## config.mk

```make
export PLATFORM = sky130hd
export DESIGN_NAME = featuremap_channel_accumulator
export DESIGN_NICKNAME = d
export VERILOG_FILES = /design/src/rtl/featuremap_channel_accumulator.sv
export SDC_FILE = /design/constraint.sdc
export NUM_CORES = 2
export LEC_CHECK = 0
export ABC_AREA = 1
export CAP_MARGIN = 0
export CORE_MARGIN = 1
export CORE_UTILIZATION = 24
export DETAILED_ROUTE_END_ITERATION = 10
export MAX_ROUTING_LAYER = met4
export SLEW_MARGIN = 20
export SYNTH_ARGS = -nofsm -noshare
export SYNTH_HDL_FRONTEND = slang
export SYNTH_SLANG_ARGS = --single-unit
```

## constraint.sdc

```tcl
create_clock -name clk -period 43.3 [get_ports clk]
set_clock_uncertainty 0.2 [all_clocks]
set_input_delay 6.495 -clock clk [delete_from_list [all_inputs] [get_ports clk]]
set_output_delay 6.495 -clock clk [all_outputs]
set_load 0.01 [all_outputs]
```

## src/rtl/featuremap_channel_accumulator.sv

```systemverilog
// featuremap_channel_accumulator
// Sums one output pixel's NUM_CH float32 channel results plus BIAS, serially
// through a single round-to-nearest-even adder in the fixed order
// ((BIAS+ch0)+ch1)+...+ch(NUM_CH-1). All lanes are popped together with rdreq.
// The result leaves through a valid/ready register stage.
// Build option: define FEATUREMAP_RELU_EN to clamp negative results
// (sign bit set) to +0.0.
module featuremap_channel_accumulator #(
    parameter int                    DATA_WIDTH = 32,
    parameter int                    NUM_CH     = 8,
    parameter logic [DATA_WIDTH-1:0] BIAS       = 32'h00000000
) (
    input  logic                         clk,
    input  logic                         rst,
    input  logic [NUM_CH-1:0]            in_valid,
    input  logic [NUM_CH*DATA_WIDTH-1:0] in_data,
    output logic                         rdreq,
    output logic                         out_valid,
    input  logic                         out_ready,
    output logic [DATA_WIDTH-1:0]        out_data,
    output logic                         busy
);

    localparam int               IDX_W    = (NUM_CH > 1) ? $clog2(NUM_CH) : 1;
    localparam logic [IDX_W-1:0] LAST_IDX = IDX_W'(NUM_CH - 1);

    typedef enum logic [1:0] {IDLE, ACCUM, OUT} state_t;

    state_t                  state;
    logic [IDX_W-1:0]        idx;
    logic [DATA_WIDTH-1:0]   acc;
    logic [DATA_WIDTH-1:0]   lane [NUM_CH];
    logic [DATA_WIDTH-1:0]   sum;

    // Single-precision add, round-to-nearest-even, subnormals kept.
    // NaN inputs or inf-inf give the canonical quiet NaN.
    // NOTE: locals inside a function use blocking '=': it is pure combinational
    // evaluation, every local is assigned before use, so no latch or state appears.
    function automatic logic [31:0] fp_add(input logic [31:0] a, input logic [31:0] b);
        logic [31:0] x, y;
        logic        a_nan, b_nan, a_inf, b_inf, sub, sticky, rnd;
        logic [7:0]  ex, ey, d;
        logic [26:0] mx, my, mask;
        logic [27:0] s;
        logic [9:0]  e;
        logic [24:0] m;
        logic [31:0] r;
        a_nan = (&a[30:23]) & (|a[22:0]);
        b_nan = (&b[30:23]) & (|b[22:0]);
        a_inf = (&a[30:23]) & ~(|a[22:0]);
        b_inf = (&b[30:23]) & ~(|b[22:0]);
        // x is the operand of larger magnitude; it fixes the result sign
        if (a[30:0] >= b[30:0]) begin
            x = a; y = b;
        end else begin
            x = b; y = a;
        end
        ex = (x[30:23] == 8'd0) ? 8'd1 : x[30:23];
        ey = (y[30:23] == 8'd0) ? 8'd1 : y[30:23];
        // hidden bit, 23 fraction bits, guard/round/sticky
        mx = {|x[30:23], x[22:0], 3'b000};
        my = {|y[30:23], y[22:0], 3'b000};
        d = ex - ey;
        mask = ~({27{1'b1}} << d);
        sticky = |(my & mask);
        my = (my >> d) | {26'd0, sticky};
        sub = x[31] ^ y[31];
        s = sub ? ({1'b0, mx} - {1'b0, my}) : ({1'b0, mx} + {1'b0, my});
        e = {2'b00, ex};
        if (s[27]) begin
            s = {1'b0, s[27:2], s[1] | s[0]};
            e = e + 10'd1;
        end else begin
            for (int i = 0; i < 26; i++) begin
                if (!s[26] && (e > 10'd1) && (s != 28'd0)) begin
                    s = s << 1;
                    e = e - 10'd1;
                end
            end
        end
        rnd = s[2] & (s[1] | s[0] | s[3]);
        m = {1'b0, s[26:3]} + {24'd0, rnd};
        if (m[24]) begin
            m = m >> 1;
            e = e + 10'd1;
        end
        if (a_nan || b_nan || (a_inf && b_inf && (a[31] != b[31])))
            r = 32'h7FC00000;
        else if (a_inf || b_inf)
            r = {x[31], 8'hFF, 23'd0};
        else if (s == 28'd0)
            r = {sub ? 1'b0 : x[31], 31'd0};
        else if (e >= 10'd255)
            r = {x[31], 8'hFF, 23'd0};
        else
            r = {x[31], m[23] ? e[7:0] : 8'd0, m[22:0]};
        return r;
    endfunction

    // Output transform applied when the final sum is registered
    function automatic logic [DATA_WIDTH-1:0] post_op(input logic [DATA_WIDTH-1:0] v);
`ifdef FEATUREMAP_RELU_EN
        return v[DATA_WIDTH-1] ? '0 : v;
`else
        return v;
`endif
    endfunction

    // Pop all lanes only when every lane has data and the result slot is free
    assign rdreq = rst & (&in_valid) & ((state == IDLE) | ((state == OUT) & out_ready));
    assign busy  = (state != IDLE);
    assign sum   = fp_add(acc, lane[idx]);

    // Capture lanes, step the serial accumulation, hold the result under backpressure
    // NOTE: sequential state uses '<=' only, so every register sees pre-edge values.
    always_ff @(posedge clk or negedge rst) begin
        if (!rst) begin
            state     <= IDLE;
            idx       <= '0;
            acc       <= '0;
            out_valid <= 1'b0;
            out_data  <= '0;
            // NOTE: the lane bank is a small register array, not RAM, so it can be cleared on reset.
            for (int i = 0; i < NUM_CH; i++) lane[i] <= '0;
        end else if (rdreq) begin
            for (int i = 0; i < NUM_CH; i++) lane[i] <= in_data[i*DATA_WIDTH +: DATA_WIDTH];
            acc       <= BIAS;
            idx       <= '0;
            out_valid <= 1'b0;
            state     <= ACCUM;
        end else begin
            case (state)
                ACCUM: begin
                    acc <= sum;
                    if (idx == LAST_IDX) begin
                        idx       <= '0;
                        out_valid <= 1'b1;
                        out_data  <= post_op(sum);
                        state     <= OUT;
                    end else begin
                        idx <= idx + 1'b1;
                    end
                end
                OUT: begin
                    if (out_ready) begin
                        out_valid <= 1'b0;
                        state     <= IDLE;
                    end
                end
                default: ;
            endcase
        end
    end

endmodule
```

* Word level (Yosys, flattened, before mapping)
Cells that the tools add are included.
W data, S select, Z words.
** Storage, ports and cells
- Flip-flop bits (word level) :: 326
- Input port bits :: 267
** Cells by class
- Add/sub/neg operators :: 33
- Order comparisons :: 29
- Eq/ne operators :: 6
- Shift operators :: 2
- Mux-type cells :: 133
- Bitwise operators :: 20
- Reduce and logical (&&, ||, !) cells :: 126
** Operators by type and width (number)
- $mux W28 :: 53
- $reduce_bool A28 Y1 :: 26
- $mux W10 :: 53
- $mux W32 :: 9
- $gt A10 B1 Y1 const B :: 25
- $sub A10 B1 Y10 const B :: 25
- $bmux W32 S3 :: 1
- $logic_and A1 B1 Y1 :: 54
- $reduce_or A23 Y1 :: 2
- $ge A31 B31 Y1 :: 1
- $mux W31 :: 1
- $add A27 B27 Y28 :: 1
- $logic_not A28 Y1 :: 1
- $sub A27 B27 Y28 :: 1
- $and A27 B27 Y27 :: 1
- $not A27 Y27 :: 1
- $or A27 B1 Y27 :: 1
- $reduce_or A27 Y1 :: 1
- $shl A27 B8 Y27 const A :: 1
- $shr A27 B8 Y27 :: 1
- $logic_not A1 Y1 :: 26
- $add A24 B1 Y25 :: 1
- $mux W24 :: 1
- $mux W8 :: 3
- 31 further kinds :: 59

* Depth between registers and ports, before layout
- Word-level depth :: 158
- Gate-level depth with buffers :: 368

* Worst setup path after synthesis
OpenSTA, ideal clock, no wires.
- Kind :: register to register
- Start point :: reg idx[0]
- End point :: reg out_data[2]
- Setup time :: 118 ps
- Arrival :: 42199 ps
- Slack :: 783 ps
- Stages on the path, launching flop included :: 358
- Clock period less this slack :: 42517 ps
- Cell sequence :: dfrtp_1 > inv_2 > buf_6 > buf_8 > buf_8 > buf_12 > buf_6 > nor2_1 > o22ai_1 > inv_1 > o21ai_1 > inv_1 > ha_1 > nand2_1 > nor2_1 > nand2_1 > nor2_2 > nand2_1 > [... 322 more ...] > ha_1 > nand3_2 > nor2_4 > nand2_8 > inv_4 > nand2_4 > buf_6 > nand2_1 > nand2_1 > clkinv_1 > nand2_2 > nor2_2 > nand2_8 > nand2_8 > nor2_8 > buf_8 > nand3_1 > nand2_1
** Between the ends
- Longest elaborated chain between the ends :: 156
- Elaborated cells on any way between the ends :: 312
- Classes of those cells :: add/sub (32); order compare (28); eq/ne (2); shift (2); mux (118); bitwise (12); reduce/logical (118)
** RTL lines
- start, declared :: RTL line 30 : logic [IDX_W-1:0] idx;
- start signal, assigned :: RTL line 141 : idx <= idx + 1'b1;
- branches (longest 156 deep; another with $ge A31 B31 Y1)
- end signal, assigned :: RTL line 138 : out_data <= post_op(sum);
- end, declared :: RTL line 20 : output logic [DATA_WIDTH-1:0] out_data,
Parallel ways; which one is timed is not known. The select of a mux whose other input is x is not followed.
A chain may end at the register's enable or synchronous reset.

* Final worst setup path
- Start point :: reg idx[0]
- End point :: reg acc[21]
** Between the ends
- Longest elaborated chain between the ends :: 158
- Elaborated cells on any way between the ends :: 312
- Classes of those cells :: add/sub (32); order compare (28); eq/ne (1); shift (2); mux (120); bitwise (12); reduce/logical (117)
** RTL lines
- $not A3 Y4 (not written as such) (*) :: RTL line 112 : assign sum = fp_add(acc, lane[idx]);
- $bmux W32 S3 (*) :: RTL line 112
- $mux W32 (not written as such) (*) (2 in a row) :: RTL line 112
- branches (longest 151 deep; another with $ge A31 B31 Y1)
- $mux W32 (*) :: RTL line 87 : if (a_nan || b_nan || (a_inf && b_inf && (a[31] != b[31])))
- $mux W32 (*) :: RTL line 132 : case (state)
- $mux W32 (*) :: RTL line 125 : end else if (rdreq) begin
- end signal, assigned :: RTL line 134 : acc <= sum;
- end, declared :: RTL line 31 : logic [DATA_WIDTH-1:0] acc;
Every way passes the cells marked *. The select of a mux whose other input is x is not followed.

==> impl_metrics.csv <==
group,metric,value,unit
sta,worst_pin_slew,1.12,ns
pwr,power_frac_comb,5.1,%
grt,grt_busiest_layer,"met2",
die,die_x,465,um
logic_synthesis,yosysTopAreaCellShare,19.2,%
setup_path,end_kind,"flip-flop",
die,die_area,216000,um^2
hold_path,worstHoldPathType,"flip-flop to flip-flop",
logic_synthesis,synth.most_common_cell,"nand2_1",
final_layout,drive_gt1_share,21.1,%
die,core_region_area,213000,um^2
clock_tree,clk_latency,0.58,ns
setup_path,slowest_delay,0.54,ns
sta,drv_slew,0,
pwr,swShare,22.6,%
pwr,power_switching,0.148,mW
clock_tree,cts-htree-levels,2,
drt,vias,51457,
logic_synthesis,ys_top_cells_by_area,"nand2_1 (19%), dfrtp_1 (16%), inv_1 (6.2%)",
die,rows,169,
clock_tree,tritoncts,"done",
placement,dp_hpwl,128,mm
pwr,power_density,11.2,nW/um^2
drt,drc,0,
logic_synthesis,synth_seq_cells,325,
grt,grt_overflow,0,
pwr,leakagePower,28.2,nW
die,io_pins,302,
clock_tree,cts_sinks,325,
final_layout,n_fill_cell,24010,
logic_synthesis,synth_flop_cell,"dfrtp_1",
final_layout,utilization,27.5,%
clock_tree,cts_hold_buf,0,
drt,viasPerCell,4.55,
setup_path,crit_arrival,40.44,ns
die,die_h,465,um
flow_run,max-cap-violations,0,
sta,fin_setup_tns,0,ns
grt,grt_use_met3,1.10,%
setup_path,crit_path_frequent_cell,"nand2_4",
die,start_util,24.2,%
logic_synthesis,synth_area,51500,um^2
pwr,ir_drop,21.6,uV
grt,grt_pass1_vias,47182,
logic_synthesis,synth_top_area_cell,"nand2_1",
logic_synthesis,synth_edf_count,0,
drt,routedWlPerCell,14.4,um
logic_synthesis,yosys-top-cells-count,"nand2_1 (2,638), inv_1 (845), o21ai_0 (572)",
grt,use_met1,20.7,%
final_layout,fin_nets,8876,
logic_synthesis,syn_nets,8591,
placement,numPortBuffers,301,
setup_path,worstSetupPathType,"flip-flop to flip-flop",
drt,postRouteAntennaNets,0,
drt,drt-initial-drc-count,4038,
status,status,"finished, final reports clean",
logic_synthesis,ys_types,107,
placement,place.gp.congestion,0.965,
clock_tree,cts_buffers,38,
clock_tree,clk_pin_slew,0.06,ns
setup_path,crit_slowest_cell,"dfrtp_4",
sta,setup_viol,0,
logic_synthesis,async_reset_ff_share,100,%
pwr,clkPwrFrac,48.6,%
logic_synthesis,ys_warn_count,0,
clock_tree,clk_path_buf_depth,3,
setup_path,critPathLaunchType,"flip-flop",
sta,period_share,92.9,%
grt,grt_antenna_before_repair,4,
pwr,seqPwrFrac,46.3,%
grt,grt_pass1_wl,259,mm
logic_synthesis,avgSynthCellArea,6.29,um^2
setup_path,path_max_fanout,28,
drt,drt_wl_total,163,mm
logic_synthesis,ys_seq_area_share,15.8,%
sta,max_freq,24.9,MHz
grt,use_met2,23.6,%
setup_path,required,43.52,ns
logic_synthesis,postSynthCellCount,8178,
sta,hold_slack,0.271,ns
grt,grt_max_degree,100,
grt,grtUsageTotal,14.8,%
final_layout,area_growth,13.6,%
drt,firstDrtPassIters,8,
sta,final.min_clock_period,40.22,ns
pwr,intPower,0.508,mW
clock_tree,cts_root_buf,"clkbuf_16",
sta,final_hold_viol_count,0,
sta,slew_headroom,25.1,%
==> metal layers <==
metal  wire (um)  vias up  share of wire [%]
met3        7980      158                4.9
met1       78300    23462                 48
met5           0        -                  0
li1            -    26610                  -
met2       74500     1227                 46
met4        2510        0                1.5
==> power groups by stage <==
stage | Combinational (mW) | Sequential, mW | Clock [mW]
finish | 0.0335 | 0.304 | 0.319
global route | 0.0358 | 0.304 | 0.336
CTS | 0.0340 | 0.304 | 0.325
detailed placement | 0.0340 | 0.309 | 0
global placement | 0.0342 | 0.309 | 0
floorplan | 0.000127 | 0.309 | 0
==> state kept, by name (all words and copies together), names as in the netlist <==
| register | flops |
|---|---|
| acc | 32 |
| state | 1 |
| out_data | 32 |
| lane | 256 |
| idx | 3 |
| out_valid | 1 |
==> what timing repair did <==
item | 4_1_cts | 5_1_grt
cloned | 14 | 10
buffers inserted | 9 | 66
pin swaps | 9 | 43
gates resized for setup | 6 | 121
setup endpoints to repair | 62 | 62
==> cells by family (layout without fill, tap and decap cells) <==
| logic type | after synthesis | after routing | synth area share (%) |
|---|---|---|---|
| AOI/OAI and AO/OA | 1180 | 1180 | 13.3 |
| xor gates and xnor gates | 97 | 97 | 1.79 |
| adders and majority gates | 146 | 146 | 3.58 |
| buffers and inverters | 1417 | 1710 | 16.1 |
| DFF | 325 | 325 | 15.8 |
| muxes | 10 | 10 | 0.258 |
| other | 0 | 5 | 0 |
| and+or+nand+nor | 5003 | 5022 | 49.2 |
==> cells in the final DEF, fill, tap and decap left out, drive strengths merged, types with 27 or more instances in the layout <==
| cell | Yosys | routed |
|---|---|---|
| o21a | 27 | 27 |
| nand3 | 509 | 521 |
| nand3b | 27 | 27 |
| nor3 | 44 | 44 |
| nand2 | 3273 | 3275 |
| dfrtp | 325 | 325 |
| inv | 994 | 996 |
| clkinv | 31 | 42 |
| clkbuf | 195 | 59 |
| xor2 | 65 | 65 |
| a31oi | 37 | 37 |
| o21ai | 812 | 812 |
| o22ai | 59 | 59 |
| clkdlybuf4s50 | 0 | 300 |
| xnor2 | 32 | 32 |
| nand4 | 256 | 257 |
| nor2 | 797 | 801 |
| ha | 144 | 144 |
| buf | 167 | 296 |
| nor4 | 34 | 34 |
| a21oi | 169 | 169 |
| or2 | 52 | 52 |
==> final cells by class <==
type,instances,area (um^2),share of cell area (%)
flip-flops and latches,325,8140,13.9
diodes,5,12.5,0.0214
multi-input cells,6455,35700,61.0
repair buffers,599,5510,9.43
repair inverters,2,15.0,0.0257
well taps,2821,3530,6.04
inverters,1042,4320,7.40
clock buffers,56,1130,1.93
clock inverters,11,113,0.193
==> worst max-delay path, delay by kind of cell (launching register included) <==
family / cells / cell delay (ns)
adder cells (fa/ha/maj): 30 / 6.24
XOR/XNOR: 2 / 0.53
buffers and inverters: 59 / 5.94
AND/OR/NAND/NOR: 214 / 23.37
AO/OA/AOI/OAI: 22 / 3.06
flip-flops: 1 / 0.54
==> metrics by stage <==
stage | instance area (um^2) | setup WS [ns] | cells | total power [mW]
detailed placement | 55800 | -1.79 | 11145 | 0.343
global placement | 55800 | -1.21 | 11145 | 0.343
global route | 58500 | -0.199 | 11316 | 0.675
CTS | 57300 | 0.111 | 11235 | 0.662
finish | 58500 | 3.08 | 11316 | 0.656
floorplan | 51500 | 0.783 | 8178 | 0.309
==> path summary, 6_finish.rpt <==
kind                            startpoint   endpoint  slack, ns  cells past startpoint
worst max-delay path                idx[0]    acc[21]       3.08                    327
worst min-delay path             lane[195]  lane[195]       0.27                      2
worst max register to register      idx[0]    acc[21]       3.08                    327
worst min register to register   lane[195]  lane[195]       0.27                      2
max in group asynchronous              rst    lane[4]      35.19                      3
min in group asynchronous              rst  lane[192]       5.65                      1
Note: power is estimated with default switching activity, not from simulation.
